--- src/rtl/uart_periph_pkg.sv ---
// Shared register offsets, STATUS bit positions and FSM encodings for uart_periph.
// Defining UART_PERIPH_IRQ_EN widens the register window so the IRQEN offset (0x10) is addressable.
package uart_periph_pkg;

`ifdef UART_PERIPH_IRQ_EN
    localparam int BUS_AW = 5;
`else
    localparam int BUS_AW = 4;
`endif

    localparam logic [4:0] REG_TXDATA  = 5'h00;
    localparam logic [4:0] REG_RXDATA  = 5'h04;
    localparam logic [4:0] REG_STATUS  = 5'h08;
    localparam logic [4:0] REG_BAUDDIV = 5'h0C;
    localparam logic [4:0] REG_IRQEN   = 5'h10;

    localparam int ST_TX_BUSY   = 0;
    localparam int ST_TX_FULL   = 1;
    localparam int ST_RX_EMPTY  = 2;
    localparam int ST_TX_OVF    = 3;
    localparam int ST_RX_OVF    = 4;
    localparam int ST_FRAME_ERR = 5;

    localparam int MIN_DIV = 4;

    typedef enum logic [1:0] {TX_IDLE, TX_START, TX_DATA, TX_STOP} tx_state_t;
    typedef enum logic [1:0] {RX_IDLE, RX_START, RX_DATA, RX_STOP} rx_state_t;

endpackage

--- src/rtl/sync_fifo.sv ---
// Single-clock FIFO; push on a full FIFO succeeds only alongside a pop, pop on empty is ignored.
module sync_fifo #(
    parameter int WIDTH = 8,
    parameter int DEPTH = 16
) (
    input  logic             clk,
    input  logic             rst,
    input  logic             push,
    input  logic [WIDTH-1:0] wdata,
    input  logic             pop,
    output logic [WIDTH-1:0] rdata,
    output logic             full,
    output logic             empty
);
    localparam int AW = (DEPTH > 1) ? $clog2(DEPTH) : 1;
    localparam int CW = AW + 1;
    localparam logic [CW-1:0] DEPTH_V = CW'(DEPTH);

    logic [WIDTH-1:0] mem [DEPTH];
    logic [AW-1:0]    wr_ptr;
    logic [AW-1:0]    rd_ptr;
    logic [CW-1:0]    count;
    logic             do_push;
    logic             do_pop;

    assign empty   = (count == '0);
    assign full    = (count == DEPTH_V);
    assign do_pop  = pop & ~empty;
    assign do_push = push & (~full | do_pop);
    assign rdata   = mem[rd_ptr];

    always_ff @(posedge clk or posedge rst) begin
        if (rst) begin
            wr_ptr <= '0;
            rd_ptr <= '0;
            count  <= '0;
        end else begin
            if (do_push) wr_ptr <= wr_ptr + AW'(1);
            if (do_pop)  rd_ptr <= rd_ptr + AW'(1);
            case ({do_push, do_pop})
                2'b10:   count <= count + CW'(1);
                2'b01:   count <= count - CW'(1);
                default: count <= count;
            endcase
        end
    end

    // Storage carries no reset; empty masks stale contents.
    always_ff @(posedge clk) begin
        if (do_push) mem[wr_ptr] <= wdata;
    end

endmodule

--- src/rtl/uart_periph.sv ---
// Memory-mapped full-duplex UART: TX/RX FIFOs, programmable divisor, sticky error flags.
// Optional level interrupt and IRQEN register when UART_PERIPH_IRQ_EN is defined.
module uart_periph
    import uart_periph_pkg::*;
#(
    parameter int CLK_FREQ  = 50_000_000,
    parameter int BAUD_RATE = 115200,
    parameter int TX_DEPTH  = 16,
    parameter int RX_DEPTH  = 16,
    parameter int DIV_W     = 16
) (
    input  logic              clk,
    input  logic              rst,
    input  logic [BUS_AW-1:0] bus_addr,
    input  logic [31:0]       bus_wdata,
    input  logic              bus_wen,
    input  logic              bus_ren,
    output logic [31:0]       bus_rdata,
    input  logic              uart_rx,
    output logic              uart_tx,
    output logic              irq
);
    localparam logic [DIV_W-1:0] RESET_DIV = DIV_W'(CLK_FREQ / BAUD_RATE);
    localparam logic [DIV_W-1:0] MIN_DIV_V = DIV_W'(MIN_DIV);
    localparam logic [DIV_W-1:0] ONE       = DIV_W'(1);

    logic [4:0]       addr_full;
    logic             wr_tx, wr_status, wr_baud, rd_rx_pop;
    logic [DIV_W-1:0] div_reg;
    logic             tx_ovf, rx_ovf, frame_err;
    logic             unused_bits;

    assign addr_full   = 5'(bus_addr);
    assign wr_tx       = bus_wen & (addr_full[4:2] == REG_TXDATA[4:2]);
    assign wr_status   = bus_wen & (addr_full[4:2] == REG_STATUS[4:2]);
    assign wr_baud     = bus_wen & (addr_full[4:2] == REG_BAUDDIV[4:2]);
    assign rd_rx_pop   = bus_ren & (addr_full[4:2] == REG_RXDATA[4:2]);
    assign unused_bits = ^{addr_full[1:0], bus_wdata};

    // ---------------- FIFOs ----------------
    logic       tx_pop, tx_full, tx_empty;
    logic [7:0] tx_head;
    logic       rx_push, rx_full, rx_empty;
    logic [7:0] rx_head, rx_shift;

    sync_fifo #(.WIDTH(8), .DEPTH(TX_DEPTH)) u_tx_fifo (
        .clk(clk), .rst(rst), .push(wr_tx), .wdata(bus_wdata[7:0]), .pop(tx_pop),
        .rdata(tx_head), .full(tx_full), .empty(tx_empty)
    );

    sync_fifo #(.WIDTH(8), .DEPTH(RX_DEPTH)) u_rx_fifo (
        .clk(clk), .rst(rst), .push(rx_push), .wdata(rx_shift), .pop(rd_rx_pop),
        .rdata(rx_head), .full(rx_full), .empty(rx_empty)
    );

    // ---------------- TX FSM ----------------
    tx_state_t        tx_state, tx_state_n;
    logic [DIV_W-1:0] tx_cnt, tx_cnt_n, tx_div, tx_div_n;
    logic [2:0]       tx_bit, tx_bit_n;
    logic [7:0]       tx_shift, tx_shift_n;
    logic             tx_bit_done, tx_busy;

    assign tx_bit_done = (tx_cnt == tx_div - ONE);
    assign tx_busy     = (tx_state != TX_IDLE) | ~tx_empty;
    assign uart_tx     = (tx_state == TX_START) ? 1'b0 :
                         (tx_state == TX_DATA)  ? tx_shift[0] : 1'b1;

    always_comb begin
        tx_state_n = tx_state;
        tx_cnt_n   = tx_cnt + ONE;
        tx_div_n   = tx_div;
        tx_bit_n   = tx_bit;
        tx_shift_n = tx_shift;
        tx_pop     = 1'b0;
        case (tx_state)
            TX_IDLE: begin
                tx_cnt_n = '0;
                if (!tx_empty) begin
                    tx_pop     = 1'b1;
                    tx_state_n = TX_START;
                    tx_div_n   = div_reg;
                    tx_shift_n = tx_head;
                end
            end
            TX_START: if (tx_bit_done) begin
                tx_cnt_n   = '0;
                tx_bit_n   = '0;
                tx_state_n = TX_DATA;
            end
            TX_DATA: if (tx_bit_done) begin
                tx_cnt_n   = '0;
                tx_shift_n = {1'b0, tx_shift[7:1]};
                tx_bit_n   = tx_bit + 3'd1;
                if (tx_bit == 3'd7) tx_state_n = TX_STOP;
            end
            TX_STOP: if (tx_bit_done) begin
                tx_cnt_n = '0;
                // Chain straight into the next start bit so queued frames have no idle gap.
                if (!tx_empty) begin
                    tx_pop     = 1'b1;
                    tx_state_n = TX_START;
                    tx_div_n   = div_reg;
                    tx_shift_n = tx_head;
                end else begin
                    tx_state_n = TX_IDLE;
                end
            end
            default: tx_state_n = TX_IDLE;
        endcase
    end

    // ---------------- RX FSM ----------------
    rx_state_t        rx_state, rx_state_n;
    logic [DIV_W-1:0] rx_cnt, rx_cnt_n, rx_div, rx_div_n;
    logic [2:0]       rx_bit, rx_bit_n;
    logic [7:0]       rx_shift_n;
    logic             rx_meta, rx_sync, rx_sync_d;
    logic             frame_err_set, rx_ovf_set, tx_ovf_set;

    assign tx_ovf_set = wr_tx & tx_full & ~tx_pop;

    always_comb begin
        rx_state_n    = rx_state;
        rx_cnt_n      = rx_cnt + ONE;
        rx_div_n      = rx_div;
        rx_bit_n      = rx_bit;
        rx_shift_n    = rx_shift;
        rx_push       = 1'b0;
        frame_err_set = 1'b0;
        rx_ovf_set    = 1'b0;
        case (rx_state)
            RX_IDLE: begin
                rx_cnt_n = '0;
                if (rx_sync_d && !rx_sync) begin
                    rx_state_n = RX_START;
                    rx_div_n   = div_reg;
                end
            end
            RX_START: if (rx_cnt == (rx_div >> 1) - ONE) begin
                rx_cnt_n   = '0;
                rx_bit_n   = '0;
                rx_state_n = rx_sync ? RX_IDLE : RX_DATA;
            end
            RX_DATA: if (rx_cnt == rx_div - ONE) begin
                rx_cnt_n   = '0;
                rx_shift_n = {rx_sync, rx_shift[7:1]};
                rx_bit_n   = rx_bit + 3'd1;
                if (rx_bit == 3'd7) rx_state_n = RX_STOP;
            end
            RX_STOP: if (rx_cnt == rx_div - ONE) begin
                rx_cnt_n   = '0;
                rx_state_n = RX_IDLE;
                if (!rx_sync) begin
                    frame_err_set = 1'b1;
                end else begin
                    rx_push    = 1'b1;
                    rx_ovf_set = rx_full & ~rd_rx_pop;
                end
            end
            default: rx_state_n = RX_IDLE;
        endcase
    end

    // ---------------- State and registers ----------------
    always_ff @(posedge clk or posedge rst) begin
        if (rst) begin
            tx_state  <= TX_IDLE;
            tx_cnt    <= '0;
            tx_div    <= RESET_DIV;
            tx_bit    <= '0;
            tx_shift  <= '0;
            rx_state  <= RX_IDLE;
            rx_cnt    <= '0;
            rx_div    <= RESET_DIV;
            rx_bit    <= '0;
            rx_shift  <= '0;
            rx_meta   <= 1'b1;
            rx_sync   <= 1'b1;
            rx_sync_d <= 1'b1;
            div_reg   <= RESET_DIV;
            tx_ovf    <= 1'b0;
            rx_ovf    <= 1'b0;
            frame_err <= 1'b0;
        end else begin
            tx_state  <= tx_state_n;
            tx_cnt    <= tx_cnt_n;
            tx_div    <= tx_div_n;
            tx_bit    <= tx_bit_n;
            tx_shift  <= tx_shift_n;
            rx_state  <= rx_state_n;
            rx_cnt    <= rx_cnt_n;
            rx_div    <= rx_div_n;
            rx_bit    <= rx_bit_n;
            rx_shift  <= rx_shift_n;
            rx_meta   <= uart_rx;
            rx_sync   <= rx_meta;
            rx_sync_d <= rx_sync;
            if (wr_baud)
                div_reg <= (bus_wdata[DIV_W-1:0] < MIN_DIV_V) ? MIN_DIV_V : bus_wdata[DIV_W-1:0];
            // A set in the same cycle as its write-1-to-clear wins.
            tx_ovf    <= (tx_ovf    & ~(wr_status & bus_wdata[ST_TX_OVF]))    | tx_ovf_set;
            rx_ovf    <= (rx_ovf    & ~(wr_status & bus_wdata[ST_RX_OVF]))    | rx_ovf_set;
            frame_err <= (frame_err & ~(wr_status & bus_wdata[ST_FRAME_ERR])) | frame_err_set;
        end
    end

    // ---------------- Interrupt ----------------
`ifdef UART_PERIPH_IRQ_EN
    logic       wr_irqen;
    logic [2:0] irq_en;
    logic       irq_q;

    assign wr_irqen = bus_wen & (addr_full[4:2] == REG_IRQEN[4:2]);

    always_ff @(posedge clk or posedge rst) begin
        if (rst) begin
            irq_en <= '0;
            irq_q  <= 1'b0;
        end else begin
            if (wr_irqen) irq_en <= bus_wdata[2:0];
            irq_q <= |(irq_en & {tx_ovf | rx_ovf | frame_err, tx_empty, ~rx_empty});
        end
    end
    assign irq = irq_q;
`else
    assign irq = 1'b0;
`endif

    // ---------------- Read mux ----------------
    logic [31:0] status_word;

    always_comb begin
        status_word               = '0;
        status_word[ST_TX_BUSY]   = tx_busy;
        status_word[ST_TX_FULL]   = tx_full;
        status_word[ST_RX_EMPTY]  = rx_empty;
        status_word[ST_TX_OVF]    = tx_ovf;
        status_word[ST_RX_OVF]    = rx_ovf;
        status_word[ST_FRAME_ERR] = frame_err;
    end

    always_comb begin
        bus_rdata = '0;
        case (addr_full[4:2])
            REG_RXDATA[4:2]:  bus_rdata = {23'b0, rx_empty, rx_empty ? 8'h00 : rx_head};
            REG_STATUS[4:2]:  bus_rdata = status_word;
            REG_BAUDDIV[4:2]: bus_rdata = 32'(div_reg);
`ifdef UART_PERIPH_IRQ_EN
            REG_IRQEN[4:2]:   bus_rdata = {29'b0, irq_en};
`endif
            default:          bus_rdata = '0;
        endcase
    end

endmodule

--- config.mk ---
export PLATFORM = sky130hd
export DESIGN_NAME = uart_periph
export DESIGN_NICKNAME = d
export VERILOG_FILES = /design/src/rtl/uart_periph_pkg.sv /design/src/rtl/sync_fifo.sv /design/src/rtl/uart_periph.sv
export SDC_FILE = /design/constraint.sdc
export NUM_CORES = 1
export LEC_CHECK = 0
export ABC_AREA = 1
export BUFFER_PORTS_ARGS = -buffer_cell sky130_fd_sc_hd__buf_4
export CAP_MARGIN = 20
export CORE_MARGIN = 4
export CORE_UTILIZATION = 40
export CTS_CLUSTER_DIAMETER = 200
export DETAILED_ROUTE_END_ITERATION = 6
export PLACE_DENSITY = 0.61
export RECOVER_POWER = 100
export SLEW_MARGIN = 20
export SYNTH_ARGS = -nofsm -noshare
export SYNTH_HDL_FRONTEND = slang
export SYNTH_SLANG_ARGS = --single-unit
--- constraint.sdc ---
create_clock -name clk -period 5.2 [get_ports clk]
set_clock_uncertainty 0.2 [all_clocks]
set_input_delay 1.3 -clock clk [delete_from_list [all_inputs] [get_ports clk]]
set_output_delay 1.3 -clock clk [all_outputs]
set_load 0.005 [all_outputs]
==> results by group, run 1 <==
Synth
  • Synth Area in Compound Gates: 10.8%
  • Synthesized flop and latch total: 394
  • Post-synthesis cell area: 0.0188 mm2
  • Top-area cell type share of the netlist area: 40.8%
  • Syn. warnings: 0
  • Share of synthesized registers carrying an async set or reset: 35.0%
  • Post-Synth Simple-Gate Area: 18.3%
  • Biggest area consumer among synthesized cells: edfxtp_1
  • Synth top area cells: edfxtp_1, dfrtp_1, o21ai_0
  • Mux contribution to synthesized area: 0.106%
  • Avg Synthesized Cell Area: 9.92 um2
  • Post-Synth XOR/XNOR Area: 4.09%
  • Cells after synthesis: 1,899
  • Largest family of logic cells by synthesized area: simple AND/OR/NAND/NOR gates
  • Post-Synth Adder-Cell Area: 2.03%
  • Count leader, synth: nand2_1
  • Post-synth cell types: 59
  • Synth top cells by count: nand2_1, nor2_1, edfxtp_1
  • EDFF count, synth: 256
  • Sequential share of the synthesized area: 59.3%
  • Main flop type after synthesis: edfxtp_1

CTS
  • Post-CTS resize count: 0
  • Hold Buf Count CTS: 0
  • Clock transition at path regs: 60 ps
  • Max clock buf depth: 3
  • Post-CTS setup buffers: 0
  • CTS Root Cell: clkbuf_16
  • H-tree levels: 2
  • Num Clock Sinks: 394
  • Worst-Skew Late Latency: 580 ps
  • Cts bufs inserted: 42
  • CTS tree: done

Global route
  • Global-route usage over all layers: 18.2%
  • Gr ovfl total: 0
  • Top Usage Layer GRT: met2
  • Met2 usage: 29.5%
  • Met3 usage: 3.05%
  • Vias in the first global route: 12.8k
  • Antenna violations before repair: 0
  • First-pass GRT wire length: 72,800 um
  • GR Util met1: 25.5%
  • Largest net degree at the start of global routing: 93

Power
  • PnR Total Power: 0.0102 W
  • PwrDens: 483 mW/mm2
  • Peak VDD IR: 0.331 mV
  • Static Leak: 8.46 nW

Floorplanning
  • Initial Utilization: 40.4%
  • Core area: 0.0466 mm2
  • Width of the die: 225 um
  • Die ar.: 0.0506 mm2
  • DIE HEIGHT: 225 um
  • Std-Cell Rows: 79
  • Io pins: 75

Detailed routing
  • Post-Route WL: 45,900 um
  • Final ANT Viol Nets: 0
  • WL/cell: 17.8 um
  • Initial drt markers: 1,054
  • DRT Pass-1 Iters: 5
  • DR vias/cell: 5.18
  • DRC Markers: 0
  • Via count: 13.4k

Final layout
  • Largest regs: u_rx_fifo.mem: 128 flops, u_tx_fifo.mem: 128 flops
  • Diode count: 0
  • Final #Nets: 2,009
  • Fraction of layout cells with a size suffix above 1: 9.33%
  • Area grow syn2layout: 12.2%

STA
  • Hold Slack: 143 ps
  • Fmax: 0.220 GHz
  • Slew @ Worst Pin: 2120 ps
  • Fin crit share: 87.6%
  • Slew margin rel.: -41.2%
  • Max Slew Vio Count: 158
  • TNS Setup: 0 ps
  • Final Critical Period: 4550 ps
  • Setup-failing EPs final: 0
  • RSZ-0062 raised after global routing: false
  • Final hold vios: 0

Hold path
  • Worst Hold Path EP: rx_sync$_DFF_PP1_
  • Worst min path class: flop to flop
  • HP Start: rx_meta$_DFF_PP1_
  • Worst hold stages: 0

Placed design
  • IO buf count: 39
  • Gpl congestion: 0.887
  • Final HPWL DP: 30,300 um

Worst setup path
  • Maximum fanout along the worst path: 28
  • Reg2reg end: u_tx_fifo.mem[7][7]$_DFFE_PP_
  • Crit end category: output port
  • Path depth of the worst reg2reg path: 15
  • FF-to-FF Start: tx_div[0]$_DFFE_PP0P_
  • Critical Path AT: 3050 ps
  • CP Class: flop to output port
  • FF-to-FF setup slack: 650 ps
  • CP startpoint kind: flop
  • CP required: 3700 ps

Run status
  • Violated checks: capacitance limit, slew limit
  • Status: complete, but fails checks

Flow run
  • Max-cap violation count: 3
==> per-layer routing <==
layer,up-vias,wire [um]
met3,73,2400
met1,6446,20800
li1,6545,-
met2,307,21500
met4,0,1220
met5,-,0
==> cell type report <==
| type | count | area [um2] |
|---|---|---|
| fill | 4325 | 25400 |
| sequential | 394 | 11200 |
| multi-input combinational | 1275 | 6640 |
| clock buffer | 55 | 1200 |
| tap | 607 | 759 |
| inverter | 156 | 589 |
| timing repair buffer | 69 | 433 |
| clock inverter | 23 | 338 |
==> through the flow <==
| step | instance area, um2 | instances | setup slack, ps | util (%) |
|---|---|---|---|---|
| floorplan | 18900 | 1915 | 33.6 | - |
| global placement | 19800 | 2501 | 1070 | 42.4 |
| detailed placement | 19800 | 2501 | 1030 | 42.4 |
| CTS | 21300 | 2579 | 609 | 45.7 |
| global route | 21100 | 2579 | 232 | 45.4 |
| finish | 21100 | 2579 | 646 | 45.4 |
==> worst max-delay path by stage <==
stage                               startpoint                             to  cells after the start
6_report       u_rx_fifo.rd_ptr[1]$_DFFE_PP0P_                   bus_rdata[1]                      8
3_3_place_gp             rx_div[0]$_DFFE_PP0P_  u_rx_fifo.mem[0][5]$_DFFE_PP_                     17
2_1_floorplan                              rst     asynchronous set/reset pin                      1
3_5_place_dp             rx_div[0]$_DFFE_PP0P_  u_rx_fifo.mem[0][5]$_DFFE_PP_                     17
4_1_cts        u_rx_fifo.rd_ptr[1]$_DFFE_PP0P_                   bus_rdata[3]                      8
5_1_grt                  tx_div[0]$_DFFE_PP0P_  u_tx_fifo.mem[4][5]$_DFFE_PP_                     15
==> placed cells by master (no fill, tap or decap), types with 12 or more instances in the layout <==
| master | count |
|---|---|
| inv_1 | 142 |
| nor2_1 | 275 |
| xor2_1 | 56 |
| nor3_1 | 37 |
| buf_4 | 32 |
| a21oi_1 | 21 |
| nand4_1 | 14 |
| o221ai_1 | 34 |
| o21ai_0 | 235 |
| nand2_1 | 309 |
| nand3_1 | 83 |
| conb_1 | 17 |
| edfxtp_1 | 256 |
| nor2_2 | 12 |
| dfstp_2 | 16 |
| xnor2_1 | 30 |
| clkbuf_1 | 22 |
| ha_1 | 29 |
| o22ai_1 | 33 |
| clkbuf_4 | 12 |
| clkbuf_16 | 43 |
| dfrtp_1 | 118 |
==> kinds of logic after synthesis <==
family / after synthesis
buffers and inverters: 246
adders and majority gates: 30
DFF: 394
other: 1
and+or+nand+nor: 783
AOI/OAI and AO/OA: 356
xor gates and xnor gates: 87
muxes: 2
==> where the power goes <==
part | internal [W] | switching [W] | leakage [nW]
Combinational | 0.000999 | 0.00187 | 3.59
Clock | 0.00199 | 0.00127 | 0.749
Sequential | 0.00368 | 0.000387 | 4.12
Total | 0.00668 | 0.00352 | 8.46
==> worst max-delay path, cell delays in order (launching register included) <==
cell and delay [ps]:
dfrtp_1 380, inv_1 740, o21ai_0 200, o221ai_1 270, o21ai_0 240, a21oi_1 160
o21ai_0 110, o221ai_1 150, clkbuf_4 210
Note: power is estimated with default switching activity, not from simulation.
==> run 2: changes to the inputs <==
--- a/config.mk
+++ b/config.mk
@@ -10,2 +10,3 @@
 export CAP_MARGIN = 20
+export CORE_ASPECT_RATIO = 1.4
 export CORE_MARGIN = 4
==> constraint.sdc (replaced) <==
create_clock -name clk -period 5.2 [get_ports clk]
set_clock_uncertainty 0.2 [all_clocks]
set_input_delay 0.26 -clock clk [delete_from_list [all_inputs] [get_ports clk]]
set_output_delay 0.26 -clock clk [all_outputs]
set_load 0.005 [all_outputs]
==> results by group, run 2 (same netlist as run 1, synthesis figures left out) <==
Power
  • Share of power burned in registers: 41.7% (was 39.9%)
  • Sw power: 0.00345 W (was 0.00352 W)
  • PwrDens: 467 mW/mm2 (was 483 mW/mm2)
  • Switch share: 34.9% (was 34.5%)
  • Part of the power in combinational logic: 28.5% (was 28.1%)
  • Internal power: 0.00644 W (was 0.00668 W)
  • Clock power frac: 29.8% (was 32.0%)
  • Static Leak: 8.48 nW (was 8.46 nW)
  • Peak VDD IR: 0.297 mV (was 0.331 mV)

Global route
  • Gr ovfl total: 0 (unchanged)
  • First-pass GRT wire length: 72,100 um (was 72,800 um)
  • Vias in the first global route: 13.2k (was 12.8k)
  • Global-route usage over all layers: 17.8% (was 18.2%)
  • Antenna violations before repair: 0 (unchanged)
  • Largest net degree at the start of global routing: 87 (was 93)

STA
  • Slew margin rel.: -119% (was -41.2%)
  • Slew @ Worst Pin: 3280 ps (was 2120 ps)
  • Fin crit share: 83.1% (was 87.6%)
  • Setup-failing EPs final: 0 (unchanged)
  • Setup ws final: 877 ps (was 646 ps)
  • Final hold vios: 0 (unchanged)
  • Final Critical Period: 4320 ps (was 4550 ps)
  • Fmax: 0.231 GHz (was 0.220 GHz)
  • RSZ-0062 raised after global routing: false (unchanged)
  • TNS Setup: 0 ps (unchanged)
  • Max Slew Vio Count: 120 (was 158)

CTS
  • Worst-Skew Late Latency: 550 ps (was 580 ps)
  • Clock transition at path regs: 60 ps (about the same)
  • CTS Root Cell: clkbuf_16 (unchanged)
  • CTS tree: done (unchanged)
  • Cts bufs inserted: 40 (was 42)
  • Num Clock Sinks: 394 (unchanged)
  • Post-CTS resize count: 0 (unchanged)
  • Max clock buf depth: 3 (unchanged)
  • H-tree levels: 2 (unchanged)

Placed design
  • Gpl congestion: 0.885 (was 0.887)
  • Dpl ws: 1200 ps (was 1030 ps)
  • IO buf count: 39 (unchanged)
  • Final HPWL DP: 31,100 um (was 30,300 um)

Detailed routing
  • Final ANT Viol Nets: 0 (unchanged)
  • WL/cell: 17.7 um (was 17.8 um)
  • Met3 WL post-DR: 1710 um (was 2400 um)
  • Max Used Layer: met4 (unchanged)
  • Via count: 13.5k (was 13.4k)
  • DRT Pass-1 Iters: 6 (was 5)
  • Met2 wire length: 23,200 um (was 21,500 um)
  • Post-Route WL: 46,000 um (was 45,900 um)
  • DR vias/cell: 5.18 (about the same)
  • Wl on met1: 19,400 um (was 20,800 um)
  • Initial drt markers: 990 (was 1,054)
  • DRC Markers: 0 (unchanged)

Final layout
  • Final #Nets: 2,025 (was 2,009)
  • Largest regs: u_rx_fifo.mem: 128 flops, u_tx_fifo.mem: 128 flops (unchanged)
  • Area grow syn2layout: 12.5% (was 12.2%)
  • Most frequent cells in the layout: nand2_1, nor2_1, edfxtp_1 (unchanged)
  • Fraction of layout cells with a size suffix above 1: 8.96% (was 9.33%)
  • Diode count: 0 (unchanged)
  • Commonest non-fill, non-tap cell in the layout: nand2_1 (unchanged)

Floorplanning
  • Die ar.: 0.0507 mm2 (was 0.0506 mm2)
  • Std-Cell Rows: 93 (was 79)
  • Width of the die: 191 um (was 225 um)
  • Initial Utilization: 40.7% (was 40.4%)
  • DIE HEIGHT: 265 um (was 225 um)
  • Io pins: 75 (unchanged)
  • Core area: 0.0463 mm2 (was 0.0466 mm2)

Worst setup path
  • Sequence of cells on the critical path: inv_2 > ha_1 > nand3_1 > nor2_1 > nand2_1 > nand3_2 > nand2_1 > nor2_1 > nand3_2 > o21bai_1 > nand3_4 > nor2_1 > inv_2 > nand2_1 > inv_1 > ha_1 > inv_1 > nand2_2 > o21ai_1 > nand2_1 > nand2_1 > nand2_1 (was inv_1 > o21ai_0 > o221ai_1 > o21ai_0 > a21oi_1 > o21ai_0 > o221ai_1 > clkbuf_4)
  • Crit. Startpoint: tx_div[0]$_DFFE_PP0P_ (was u_rx_fifo.rd_ptr[1]$_DFFE_PP0P_)
  • Maximum fanout along the worst path: 10 (was 28)
  • FF-to-FF Start: tx_div[0]$_DFFE_PP0P_ (unchanged)
  • Crit end category: flop (was output port)
  • Crit-path slowest cell: o21bai_1 (was inv_1)
  • CP most frequent cell: nand2_1 (was o21ai_0)
  • CP startpoint kind: flop (unchanged)
  • CP Class: flop to flop (was flop to output port)
  • CP required: 5420 ps (was 3700 ps)
  • Crit-path max cell delay: 960 ps (was 740 ps)
  • Critical Path AT: 4540 ps (was 3050 ps)

Hold path
  • HP Start: bus_addr[2] (was rx_meta$_DFF_PP1_)
  • Worst min path class: input port to flop (was flop to flop)

Run status
  • Violated checks: capacitance limit, slew limit (unchanged)
  • Status: complete, but fails checks (unchanged)

Flow run
  • Max-cap violation count: 2 (was 3)
[run 2: cell types whose count changed in the layout (fill, tap and decap cells not counted), sizes merged]
cell / change
bufinv: -3
dlygate4sd3: +22
clkinvlp: -3
clkinv: -2
buf: +6
inv: +2
clkbuf: -8
[run 2: area by class of cell]
cell class | instances | area, um2
clock buffer | 57 | 1150
clock inverter | 17 | 195
fill | 4426 | 25100
inverter | 156 | 586
multi-input combinational | 1275 | 6640
sequential | 394 | 11200
tap | 617 | 772
timing repair buffer | 87 | 668
[run 2: path summary, 6_finish.rpt]
check	end	slack, ps	cells past startpoint
max in group asynchronous	u_tx_fifo.rd_ptr[0]$_DFFE_PP0P_	1420	4
worst max-delay path	u_tx_fifo.count[4]$_DFFE_PP0P_	880	22
worst min register to register	rx_sync$_DFF_PP1_	160	0
worst max register to register	u_tx_fifo.count[4]$_DFFE_PP0P_	880	22
worst min-delay path	tx_ovf$_DFF_PP0_	60	4
min in group asynchronous	u_rx_fifo.wr_ptr[2]$_DFFE_PP0P_	1270	3
[run 2: what timing repair did]
item,4_1_cts,5_1_grt
endpoints found under the hold margin,225,0
buffers inserted,0,0
hold buffers,22,0
[run 2: through the flow]
stage	utilization, %	hold slack [ps]	std cells	power (W)	instance area (um2)
2_1_floorplan	-	64.5	1915	0.00619	18900
3_3_place_gp	42.6	147	2506	0.00695	19700
3_5_place_dp	42.6	150	2506	0.00700	19700
4_1_cts	46.0	24.2	2602	0.00999	21300
5_1_grt	45.7	60.0	2603	0.0105	21200
6_report	45.7	64.6	2603	0.00989	21200
[run 2: layer usage]
layer / GRT usage (%) / vias to the layer above
met1: 22.3 / 6566
met4: 6.49 / 0
met5: 0 / -
met3: 2.53 / 81
li1: - / 6587
met2: 31.4 / 260
[run 2: worst max-delay path: cells and delay by family (launching register included)]
kind	cells	cell delay [ps]
AOI/OAI and AO/OA	2	1130
DFF	1	400
and+or+nand+nor	14	1760
buffers and inverters	4	280
adders and majority gates	2	400
[run 2: power groups by stage]
stage / clock network [W] / logic (W) / registers, W
final: 0.00295 / 0.00282 / 0.00412
after global routing: 0.00315 / 0.00321 / 0.00418
after CTS: 0.00302 / 0.00286 / 0.00412
after detailed placement: 0 / 0.00283 / 0.00418
after global placement: 0 / 0.00278 / 0.00417
after floorplan: 0 / 0.00221 / 0.00398
==> run 3: changes to the inputs <==
- clock period: 5.2 -> 3.75 ns (I/O delays scaled with it)
==> results by group, run 3 (same netlist as run 1, synthesis figures left out) <==
Worst setup path
  • CP startpoint kind: flop (unchanged)
  • Maximum fanout along the worst path: 4 (was 10)
  • Crit end category: flop (unchanged)
  • CP required: 4000 ps (was 5420 ps)
  • Crit-path max cell delay: 540 ps (was 960 ps)
  • CP Class: flop to flop (unchanged)
  • CP most frequent cell: nand2_1 (unchanged)
  • Crit-path slowest cell: dfstp_2 (was o21bai_1)
  • Critical Path AT: 3750 ps (was 4540 ps)

Flow run
  • Max-cap violation count: 1 (was 2)

Detailed routing
  • Final ANT Viol Nets: 0 (unchanged)
  • DR vias/cell: 5.24 (was 5.18)
  • DRC Markers: 0 (unchanged)
  • Post-Route WL: 47,500 um (was 46,000 um)
  • Initial drt markers: 1,027 (was 990)
  • WL/cell: 18.0 um (was 17.7 um)
  • DRT Pass-1 Iters: 5 (was 6)
  • Via count: 13.8k (was 13.5k)

Global route
  • First-pass GRT wire length: 74,900 um (was 72,100 um)
  • Vias in the first global route: 13.9k (was 13.2k)
  • Gr ovfl total: 0 (unchanged)
  • Largest net degree at the start of global routing: 67 (was 87)
  • Antenna violations before repair: 1 (was 0)
  • Global-route usage over all layers: 18.5% (was 17.8%)

Floorplanning
  • Die ar.: 0.0507 mm2 (unchanged)
  • Initial Utilization: 40.7% (unchanged)
  • Core area: 0.0463 mm2 (unchanged)
  • Std-Cell Rows: 93 (unchanged)
  • Io pins: 75 (unchanged)
  • Width of the die: 191 um (unchanged)
  • DIE HEIGHT: 265 um (unchanged)

Placed design
  • Post-DP Area: 0.0200 mm2 (was 0.0197 mm2)
  • Gpl congestion: 0.843 (was 0.885)
  • IO buf count: 39 (unchanged)
  • Final HPWL DP: 32,300 um (was 31,100 um)
  • Dpl ws: 77.6 ps (was 1200 ps)

Final layout
  • Commonest non-fill, non-tap cell in the layout: nand2_1 (unchanged)
  • Cell area after layout: 0.0215 mm2 (was 0.0212 mm2)
  • Fraction of layout cells with a size suffix above 1: 10.9% (was 8.96%)
  • Register area: 0.0112 mm2 (unchanged)
  • Diode count: 0 (unchanged)
  • Most frequent cells in the layout: nand2_1, nor2_1, edfxtp_1 (unchanged)
  • Final #Nets: 2,061 (was 2,025)
  • Largest regs: u_rx_fifo.mem: 128 flops, u_tx_fifo.mem: 128 flops (unchanged)
  • Util after Layout: 46.4% (was 45.7%)
  • Fillcell total: 4,436 (was 4,426)
  • Multi-input gate area: 0.00673 mm2 (was 0.00664 mm2)
  • Area grow syn2layout: 14.1% (was 12.5%)

Power
  • PnR Total Power: 0.0140 W (was 0.00989 W)
  • Peak VDD IR: 0.437 mV (was 0.297 mV)
  • Static Leak: 8.65 nW (was 8.48 nW)
  • PwrDens: 650 mW/mm2 (was 467 mW/mm2)

Hold path
  • Worst min path class: input port to flop (unchanged)

CTS
  • Clock transition at path regs: 60 ps (about the same)
  • CTS tree: done (unchanged)
  • Num Clock Sinks: 394 (unchanged)
  • Cts bufs inserted: 41 (was 40)
  • CTS Root Cell: clkbuf_16 (unchanged)
  • H-tree levels: 2 (unchanged)
  • Worst-Skew Late Latency: 560 ps (was 550 ps)
  • Max clock buf depth: 3 (unchanged)

STA
  • Final Critical Period: 3500 ps (was 4320 ps)
  • Fin crit share: 93.3% (was 83.1%)
  • Max Slew Vio Count: 38 (was 120)
  • Slew margin rel.: -17.7% (was -119%)
  • Final hold vios: 0 (unchanged)
  • Setup-failing EPs final: 0 (unchanged)
  • Slew @ Worst Pin: 1760 ps (was 3280 ps)
  • Fmax: 0.286 GHz (was 0.231 GHz)
  • Setup ws final: 251 ps (was 877 ps)

Run status
  • Violated checks: capacitance limit, slew limit (unchanged)
  • Status: complete, but fails checks (unchanged)
[run 3: cell types whose count changed in the layout (fill, tap and decap cells not counted), sizes merged]
cell / change
clkbuf: +29
dlygate4sd3: +1
bufinv: +2
buf: -3
inv: -1
clkinv: +8
[run 3: critical path, delay by kind of cell, from the launching register on]
family	cells	cell delay, ps
AND/OR/NAND/NOR	15	1500
AO/OA/AOI/OAI	3	340
adder cells (fa/ha/maj)	2	530
flip-flops	1	540
buffers and inverters	5	260
[run 3: timing repair]
action,4_1_cts,5_1_grt
hold buffers,23,0
hold endpoints to repair,181,0
setup buffers,0,2
resized for setup,0,12
endpoints found under the setup margin,0,2
[run 3: layer usage]
metal / part of all wire, % / track usage, % / vias up
met3: 4.1 / 2.28 / 96
met1: 40 / 22.5 / 6721
li1: - / - / 6652
met2: 53 / 33.5 / 351
met4: 3.3 / 6.58 / 2
met5: 0.027 / 0 / -
[run 3: worst paths after layout]
check	startpoint	to	slack, ps	cells after the start
min reg2reg	rx_meta$_DFF_PP1_	rx_sync$_DFF_PP1_	160	0
max in group asynchronous	rst	u_tx_fifo.rd_ptr[0]$_DFFE_PP0P_	1210	4
min	uart_rx	rx_meta$_DFF_PP1_	100	2
max	rx_div[1]$_DFFE_PP1P_	u_rx_fifo.count[4]$_DFFE_PP0P_	250	25
min in group asynchronous	rst	div_reg[15]$_DFFE_PP0P_	420	3
max reg2reg	rx_div[1]$_DFFE_PP1P_	u_rx_fifo.count[4]$_DFFE_PP0P_	250	25
[run 3: stage by stage]
step / std cells / setup TNS [ps] / hold slack [ps]
after CTS: 2637 / 0 / 57.7
after global routing: 2639 / -7.18 / 105
after floorplan: 1915 / 0 / -8.02
final: 2639 / 0 / 98.1
after detailed placement: 2539 / 0 / 99.2
after global placement: 2539 / 0 / 96.1
[run 3: where the power goes]
group          switching (W)  leakage [nW]  internal [W]  total, W
Clock                0.00173         0.696       0.00250   0.00423
Sequential          0.000515          4.12       0.00511   0.00562
Combinational        0.00266          3.83       0.00146   0.00411
[run 3: layout make-up]
| cell class | count | share of cell area [%] |
|---|---|---|
| Clock buffer | 49 | 5.05 |
| Clock inverter | 26 | 1.50 |
| Inverter | 156 | 2.73 |
| Multi-Input combinational cell | 1275 | 31.3 |
| Sequential cell | 394 | 52.0 |
| Tap cell | 617 | 3.59 |
| Timing Repair Buffer | 122 | 3.84 |
